## src/rtl/wav_dfi_hs_checker.sv

```systemverilog
// DFI req/ack handshake checker.
// One FSM per channel watches its req/ack pair, and a cross-channel check
// flags acks that are asserted together. Errors are decoded from the
// current sample and registered into sticky flags, a pulse, a capture of
// the first error and a saturating counter.

// Per-channel handshake FSM with a timeout counter and error decode.
module wav_dfi_hs_chan #(
    parameter int CNT_W = 10,
    parameter bit MAND  = 1'b0
) (
    input  logic             clk_i,
    input  logic             rst_i,
    input  logic             en_i,
    input  logic             req_i,
    input  logic             ack_i,
    input  logic [CNT_W-1:0] tresp_i,
    output logic [4:0]       err_o,
    output logic             busy_o
);
    localparam int E_TIMEOUT = 0;
    localparam int E_ABANDON = 1;
    localparam int E_ACK_NRQ = 2;
    localparam int E_LATE    = 3;
    localparam int E_REASSRT = 4;

    typedef enum logic [2:0] {S_IDLE, S_WAIT, S_ACKED, S_REL, S_HOLD} state_t;

    state_t           state_q, state_d;
    logic [CNT_W-1:0] cnt_q, cnt_d;

    // Next state, wait count and new-error decode for the current sample.
    // The count is only meaningful in WAIT and reads 0 everywhere else.
    // The timeout fires when the count already equals tresp, so it stops
    // before it can wrap even with tresp at all-ones.
    always_comb begin
        state_d = state_q;
        cnt_d   = '0;
        err_o   = '0;
        if (!en_i) begin
            state_d = S_IDLE;
        end else begin
            case (state_q)
                S_IDLE: begin
                    case ({req_i, ack_i})
                        2'b10: begin
                            if (tresp_i == '0) begin
                                err_o[E_TIMEOUT] = 1'b1;
                                state_d          = S_HOLD;
                            end else begin
                                state_d = S_WAIT;
                                cnt_d   = CNT_W'(1);
                            end
                        end
                        2'b11:   state_d = S_ACKED;
                        2'b01:   err_o[E_ACK_NRQ] = 1'b1;
                        default: state_d = S_IDLE;
                    endcase
                end
                S_WAIT: begin
                    case ({req_i, ack_i})
                        2'b10: begin
                            if (cnt_q >= tresp_i) begin
                                err_o[E_TIMEOUT] = 1'b1;
                                state_d          = S_HOLD;
                            end else begin
                                cnt_d = cnt_q + CNT_W'(1);
                            end
                        end
                        2'b11: state_d = S_ACKED;
                        2'b00: begin
                            err_o[E_ABANDON] = MAND;
                            state_d          = S_IDLE;
                        end
                        default: begin
                            err_o[E_ACK_NRQ] = 1'b1;
                            state_d          = S_HOLD;
                        end
                    endcase
                end
                S_ACKED: begin
                    case ({req_i, ack_i})
                        2'b01: state_d = S_REL;
                        2'b00: state_d = S_IDLE;
                        2'b10: begin
                            state_d = S_WAIT;
                            cnt_d   = CNT_W'(1);
                        end
                        default: state_d = S_ACKED;
                    endcase
                end
                S_REL: begin
                    case ({req_i, ack_i})
                        2'b00: state_d = S_IDLE;
                        2'b01: begin
                            err_o[E_LATE] = 1'b1;
                            state_d       = S_HOLD;
                        end
                        2'b11: begin
                            err_o[E_REASSRT] = 1'b1;
                            state_d          = S_ACKED;
                        end
                        default: begin
                            state_d = S_WAIT;
                            cnt_d   = CNT_W'(1);
                        end
                    endcase
                end
                S_HOLD: begin
                    if (!req_i && !ack_i) state_d = S_IDLE;
                end
                default: state_d = S_IDLE;
            endcase
        end
    end

    // State and counter registers.
    always_ff @(posedge clk_i or posedge rst_i) begin
        if (rst_i) begin
            state_q <= S_IDLE;
            cnt_q   <= '0;
        end else begin
            state_q <= state_d;
            cnt_q   <= cnt_d;
        end
    end

    assign busy_o = (state_q != S_IDLE);
endmodule


```

## config.mk

```make
export PLATFORM = sky130hd
export DESIGN_NAME = wav_dfi_hs_chan
export DESIGN_NICKNAME = d
export VERILOG_FILES = /design/src/rtl/wav_dfi_hs_checker.sv
export SDC_FILE = /design/constraint.sdc
export NUM_CORES = 1
export LEC_CHECK = 0
export CORE_ASPECT_RATIO = 1.5
export CORE_MARGIN = 8
export CORE_UTILIZATION = 25
export CTS_BUF_LIST = sky130_fd_sc_hd__clkbuf_8 sky130_fd_sc_hd__clkbuf_16
export CTS_CLUSTER_DIAMETER = 30
export DETAILED_ROUTE_END_ITERATION = 8
export SKIP_LAST_GASP = 1
export SLEW_MARGIN = 20
export SYNTH_ARGS = -nofsm -noshare
export SYNTH_HDL_FRONTEND = slang
export SYNTH_SLANG_ARGS = --single-unit
```

## constraint.sdc

```tcl
create_clock -name clk_i -period 2.6 [get_ports clk_i]
set_input_delay 0.65 -clock clk_i [delete_from_list [all_inputs] [get_ports clk_i]]
set_output_delay 0.65 -clock clk_i [all_outputs]
set_load 0.005 [all_outputs]
```

# Word level (Yosys, flattened, before mapping)
# Cells that the tools add are included.
[word_totals] ff_bits=13 input_bits=15 word_cells=52
[op_classes] add_sub_neg=1 magnitude_cmp=1 eq_ne=10 muxes=28 reduce_logical=10
[op_table] cell="$pmux W10 S4" n=1
[op_table] cell="$mux W10" n=3
[op_table] cell="$pmux W3 S3" n=3
[op_table] cell="$pmux W3 S5" n=1
[op_table] cell="$mux W3" n=4
[op_table] cell="$mux W1" n=11
[op_table] cell="$add A10 B1 Y10 const B" n=1
[op_table] cell="$ge A10 B10 Y1" n=1
[op_table] cell="$logic_not A10 Y1" n=1
[op_table] cell="$eq A3 B2 Y1 const B" n=2
[op_table] cell="$ne A3 B3 Y1 const B" n=2
[op_table] cell="$pmux W2 S3" n=1
[op_table] cell="$reduce_or A3 Y1" n=2
[op_table] cell="$mux W5" n=1
[op_table] cell="$eq A2 B2 Y1 const B" n=2
[op_table] cell="$ne A4 B4 Y1 const B" n=1
[op_table] cell="$pmux W1 S2" n=2
[op_table] cell="$eq A3 B1 Y1 const B" n=1
[op_table] cell="$eq A3 B3 Y1 const B" n=1
[op_table] cell="$logic_not A3 Y1" n=1
[op_table] cell="$reduce_and A3 Y1" n=1
[op_table] cell="$reduce_bool A3 Y1" n=1
[op_table] cell="$eq A2 B1 Y1 const B" n=1
[op_table] cell="$logic_not A1 Y1" n=2
[op_table] cell="other kinds (3)" n=3

# Logic depth before layout (Yosys ltp)
[logic_depth] word_depth=5 ltp_mapped=8 ltp_nobuf=7

# Worst setup path before layout
# No wires, ideal clock.
[synth_path] path_kind="in2out" startpoint="in tresp_i[3]" endpoint="out err_o[0]" arrival_time_ns=1.807 t_required_ns=1.950 slack_ns=0.143 cell_stages=7 n_path_buf=0 path_cell_list="inv_1 -> ha_1 -> a21o_1 -> nand3_1 -> a21oi_1 -> nor4_1 -> o22ai_1"
[synth_between] elab_chain_cells=5
[synth_lines] element="from (decl)" line="17" rtl="input logic [CNT_W-1:0] tresp_i,"
[synth_lines] element="$ge A10 B10 Y1 or $logic_not A10 Y1 (tied branches)" line="63, 47"
[synth_lines] element="$mux W1, on equally long branches" line="63, 47"
[synth_lines] element="$mux W1, on equally long branches" line="61, 45"
[synth_lines] element="$pmux W1 S2 (*)" line="43" rtl="case (state_q)"
[synth_lines] element="$mux W5 (*)" line="40" rtl="if (!en_i) begin"
[synth_lines] element="to (decl)" line="18" rtl="output logic [4:0] err_o,"
# Mark *: on every way between the ends. The rest lies on a longest branch, timed or not.

# Final worst setup path
[layout_path] startpoint="in tresp_i[7]" endpoint="out err_o[0]"
# Same word-level chain as after synthesis.

==> run metrics <==
CTS tree=built; Period minus WS final=2580 ps; # rows=30; routed wire length=3330 um; #FFs+latches synth=13; pins over their slew limit=0; EDFF count, synth=0; combinational cell fraction of total power=26.5%; P_int=0.385 mW; CP Class=input pin to primary output; mux contribution to synthesized area=3.66%; Mapped Avg Cell Area=8.67 um2; die footprint=0.00713 mm2; IO Pins=21; Via density=4.84; WHS=659 ps; Unique masters post-synth=35; Final ANT Viol Nets=0; Worst-Skew Late Latency=250 ps; gr usage total=9.55%; antenna violations before repair=0; run status=complete, no violations; number of fill cells=446; yosys synthesis warning count=0; htree depth=1; drt first pass iters=4; Crit. End Element=primary output; clock group share of total power=34.2%; maximum vdd drop=0.144 mV; P&R area growth vs syn=59.8%; Final Setup Violations=0; cts-stage hold buffer count=0; Main synth FF type=dfrtp_1; Max clock buf depth=2; largest net degree at the start of global routing=14; synthesized cell area=0.00116 mm2; register area share after synthesis=28.0%; grt ovf=0; die height=99.5 um; period utilisation layout=99.4%; synth top area cells=dfrtp_1 28%, ha_1 19%, nor2_1 5.8%, inv_1 5.2%, nand3_1 3.9%; worst-path fanout max=2; fin nets=222; complex-gate fraction of the synthesized area=9.04%; layout cells sized above 1=45.2%; drt wl/cell=14.1 um; worst slew pin tran=501 ps; Leak=0.871 nW; Switch Pwr=0.144 mW; DP Wirelength=2450 um; Synth area leader=dfrtp_1; via count=1143; Synth Area in XOR/XNOR=6.03%; clk sinks=13; port bufs=19; Initial DRC Count=45; Slew headroom=66.6%; part of the power in registers=39.4%; Sw Ratio=27.2%; DRC viols=0; Yosys top cell area share=28.0%; total power=0.529 mW; Worst setup SP type=input pin; Antenna Diode Count=0; Setup Skew=4.88 ps; Critical Path AT=1930 ps; Worst Hold Class=flop to flop; Final Hold Viols=0; Core Region=0.00450 mm2; routability cong.=0.826; PD cells=285 mW/mm2; max frequency=0.387 GHz; Post-Synth Simple-Gate Area=25.5%; die width=71.7 um; Mapped Cells=134; Post-synth ARST share=100%; first-pass GRT wire length=5360 um; Root Buffer=clkbuf_8; number of max-cap violations=0; Critical Path RT=1950 ps; RSZ-0062 raised after global routing=true; CTS Buf Count=3; clk slew on worst S/H paths=50 ps; largest family of logic cells by synthesized area=simple AND/OR/NAND/NOR gates; starting density of the core=25.8%; syn_nets=167; fraction of the mapped netlist area in adder cells=19.4%; vias in the first global route=1231
[metrics by stage]
stage / worst slack [ps] / util (%) / cells / instance area [um2] / TNS (ps)
2_1_floorplan: 143 / - / 134 / 1160 / 0
3_3_place_gp: -968 / 34.9 / 223 / 1570 / -4420
3_5_place_dp: -983 / 34.9 / 223 / 1570 / -4770
4_1_cts: -175 / 39.7 / 235 / 1790 / -195
5_1_grt: -65.8 / 41.3 / 236 / 1860 / -65.8
6_report: 15.7 / 41.3 / 236 / 1860 / 0
[layout by cell type, fill, tap and decap left out, types with 3 or more instances in the layout]
master / netlist / layout
a21oi_1: 6 / 3
inv_2: 0 / 8
xnor2_1: 3 / 3
xor2_1: 5 / 5
a21o_1: 3 / 3
ha_4: 0 / 8
nand2_1: 4 / 4
nand4_1: 3 / 3
buf_4: 1 / 33
clkbuf_8: 0 / 3
dfrtp_1: 13 / 13
a21oi_4: 0 / 3
buf_6: 2 / 3
dlygate4sd2_1: 0 / 4
inv_1: 16 / 7
nand3_1: 9 / 8
clkdlybuf4s50_1: 0 / 3
nor2_1: 18 / 17
clkbuf_2: 0 / 6
ha_1: 18 / 8
[layer usage]
| layer | GRT usage (%) | wire length [um] |
|---|---|---|
| met5 | 0 | 0 |
| met3 | 1.21 | 115 |
| met2 | 17.9 | 1840 |
| met1 | 8.08 | 1120 |
| met4 | 9.79 | 256 |
[power by group through the flow]
stage / registers (mW) / logic [mW] / clock network, mW
floorplan: 0.213 / 0.0596 / 0
global placement: 0.212 / 0.123 / 0
detailed placement: 0.212 / 0.123 / 0
CTS: 0.208 / 0.133 / 0.187
global route: 0.208 / 0.153 / 0.201
finish: 0.208 / 0.140 / 0.181
[sequential cells by signal (all words and copies together), names as in the netlist]
signal,cells
cnt_q,10
state_q,3
[repair_timing]
item	CTS	global route
gates resized for setup	50	33
buffers inserted	8	1
setup endpoints to repair	8	3
gates cloned	0	0
endpoints found under the hold margin	0	0
pin swaps	14	14
[final cells by class]
| class | instances | area [um2] | area share (%) |
|---|---|---|---|
| Clock buffer | 3 | 41.3 | 2.22 |
| Tap cell | 48 | 60.1 | 3.23 |
| Clock inverter | 1 | 5.00 | 0.269 |
| Timing Repair Buffer | 54 | 424 | 22.8 |
| Sequential cell | 13 | 325 | 17.5 |
| Multi-Input combinational cell | 101 | 940 | 50.6 |
| Inverter | 16 | 62.6 | 3.37 |
[critical path, cell delays in order]
cell     delay, ps
buf_8           80
inv_4           30
ha_4           280
nand4_1        220
nor3_4         280
nor4_4          70
o22ai_1        190
buf_2          140
[cell usage after synthesis, types with 2 or more instances]
cell      count
mux2_2        2
and4_1        2
o21ai_0       3
xnor2_1       3
a21o_1        3
buf_6         2
nand2_1       4
dfrtp_1      13
nor4_1        3
inv_1        16
mux2i_1       2
ha_1         18
nor3_1        3
nand2b_1      2
xor2_1        5
a21oi_1       6
nand4_1       3
nand3_1       9
nor2_1       18
nor3b_1       2
[final timing paths]
| path | from | to | slack [ps] | cells after the start |
|---|---|---|---|---|
| setup / recovery | tresp_i[7] | err_o[0] | 20 | 8 |
| hold / removal | cnt_q[4]$_DFF_PP0_ | cnt_q[4]$_DFF_PP0_ | 660 | 2 |
| setup reg to reg | cnt_q[7]$_DFF_PP0_ | cnt_q[0]$_DFF_PP0_ | 190 | 12 |
| hold reg to reg | cnt_q[4]$_DFF_PP0_ | cnt_q[4]$_DFF_PP0_ | 660 | 2 |
| max in group asynchronous | rst_i | cnt_q[8]$_DFF_PP0_ | 1530 | 2 |
| min in group asynchronous | rst_i | state_q[1]$_DFFE_PP0P_ | 730 | 2 |
[cell families (layout without fill, tap and decap cells)]
logic type / Yosys count / in the layout
buffers and inverters: 20 / 74
muxes: 4 / 4
adders and majority gates: 18 / 18
DFF: 13 / 13
AOI/OAI and AO/OA: 17 / 17
xor gates and xnor gates: 8 / 8
and+or+nand+nor: 53 / 53
other: 1 / 1
No activity file was read; power rests on OpenSTA's default activity.
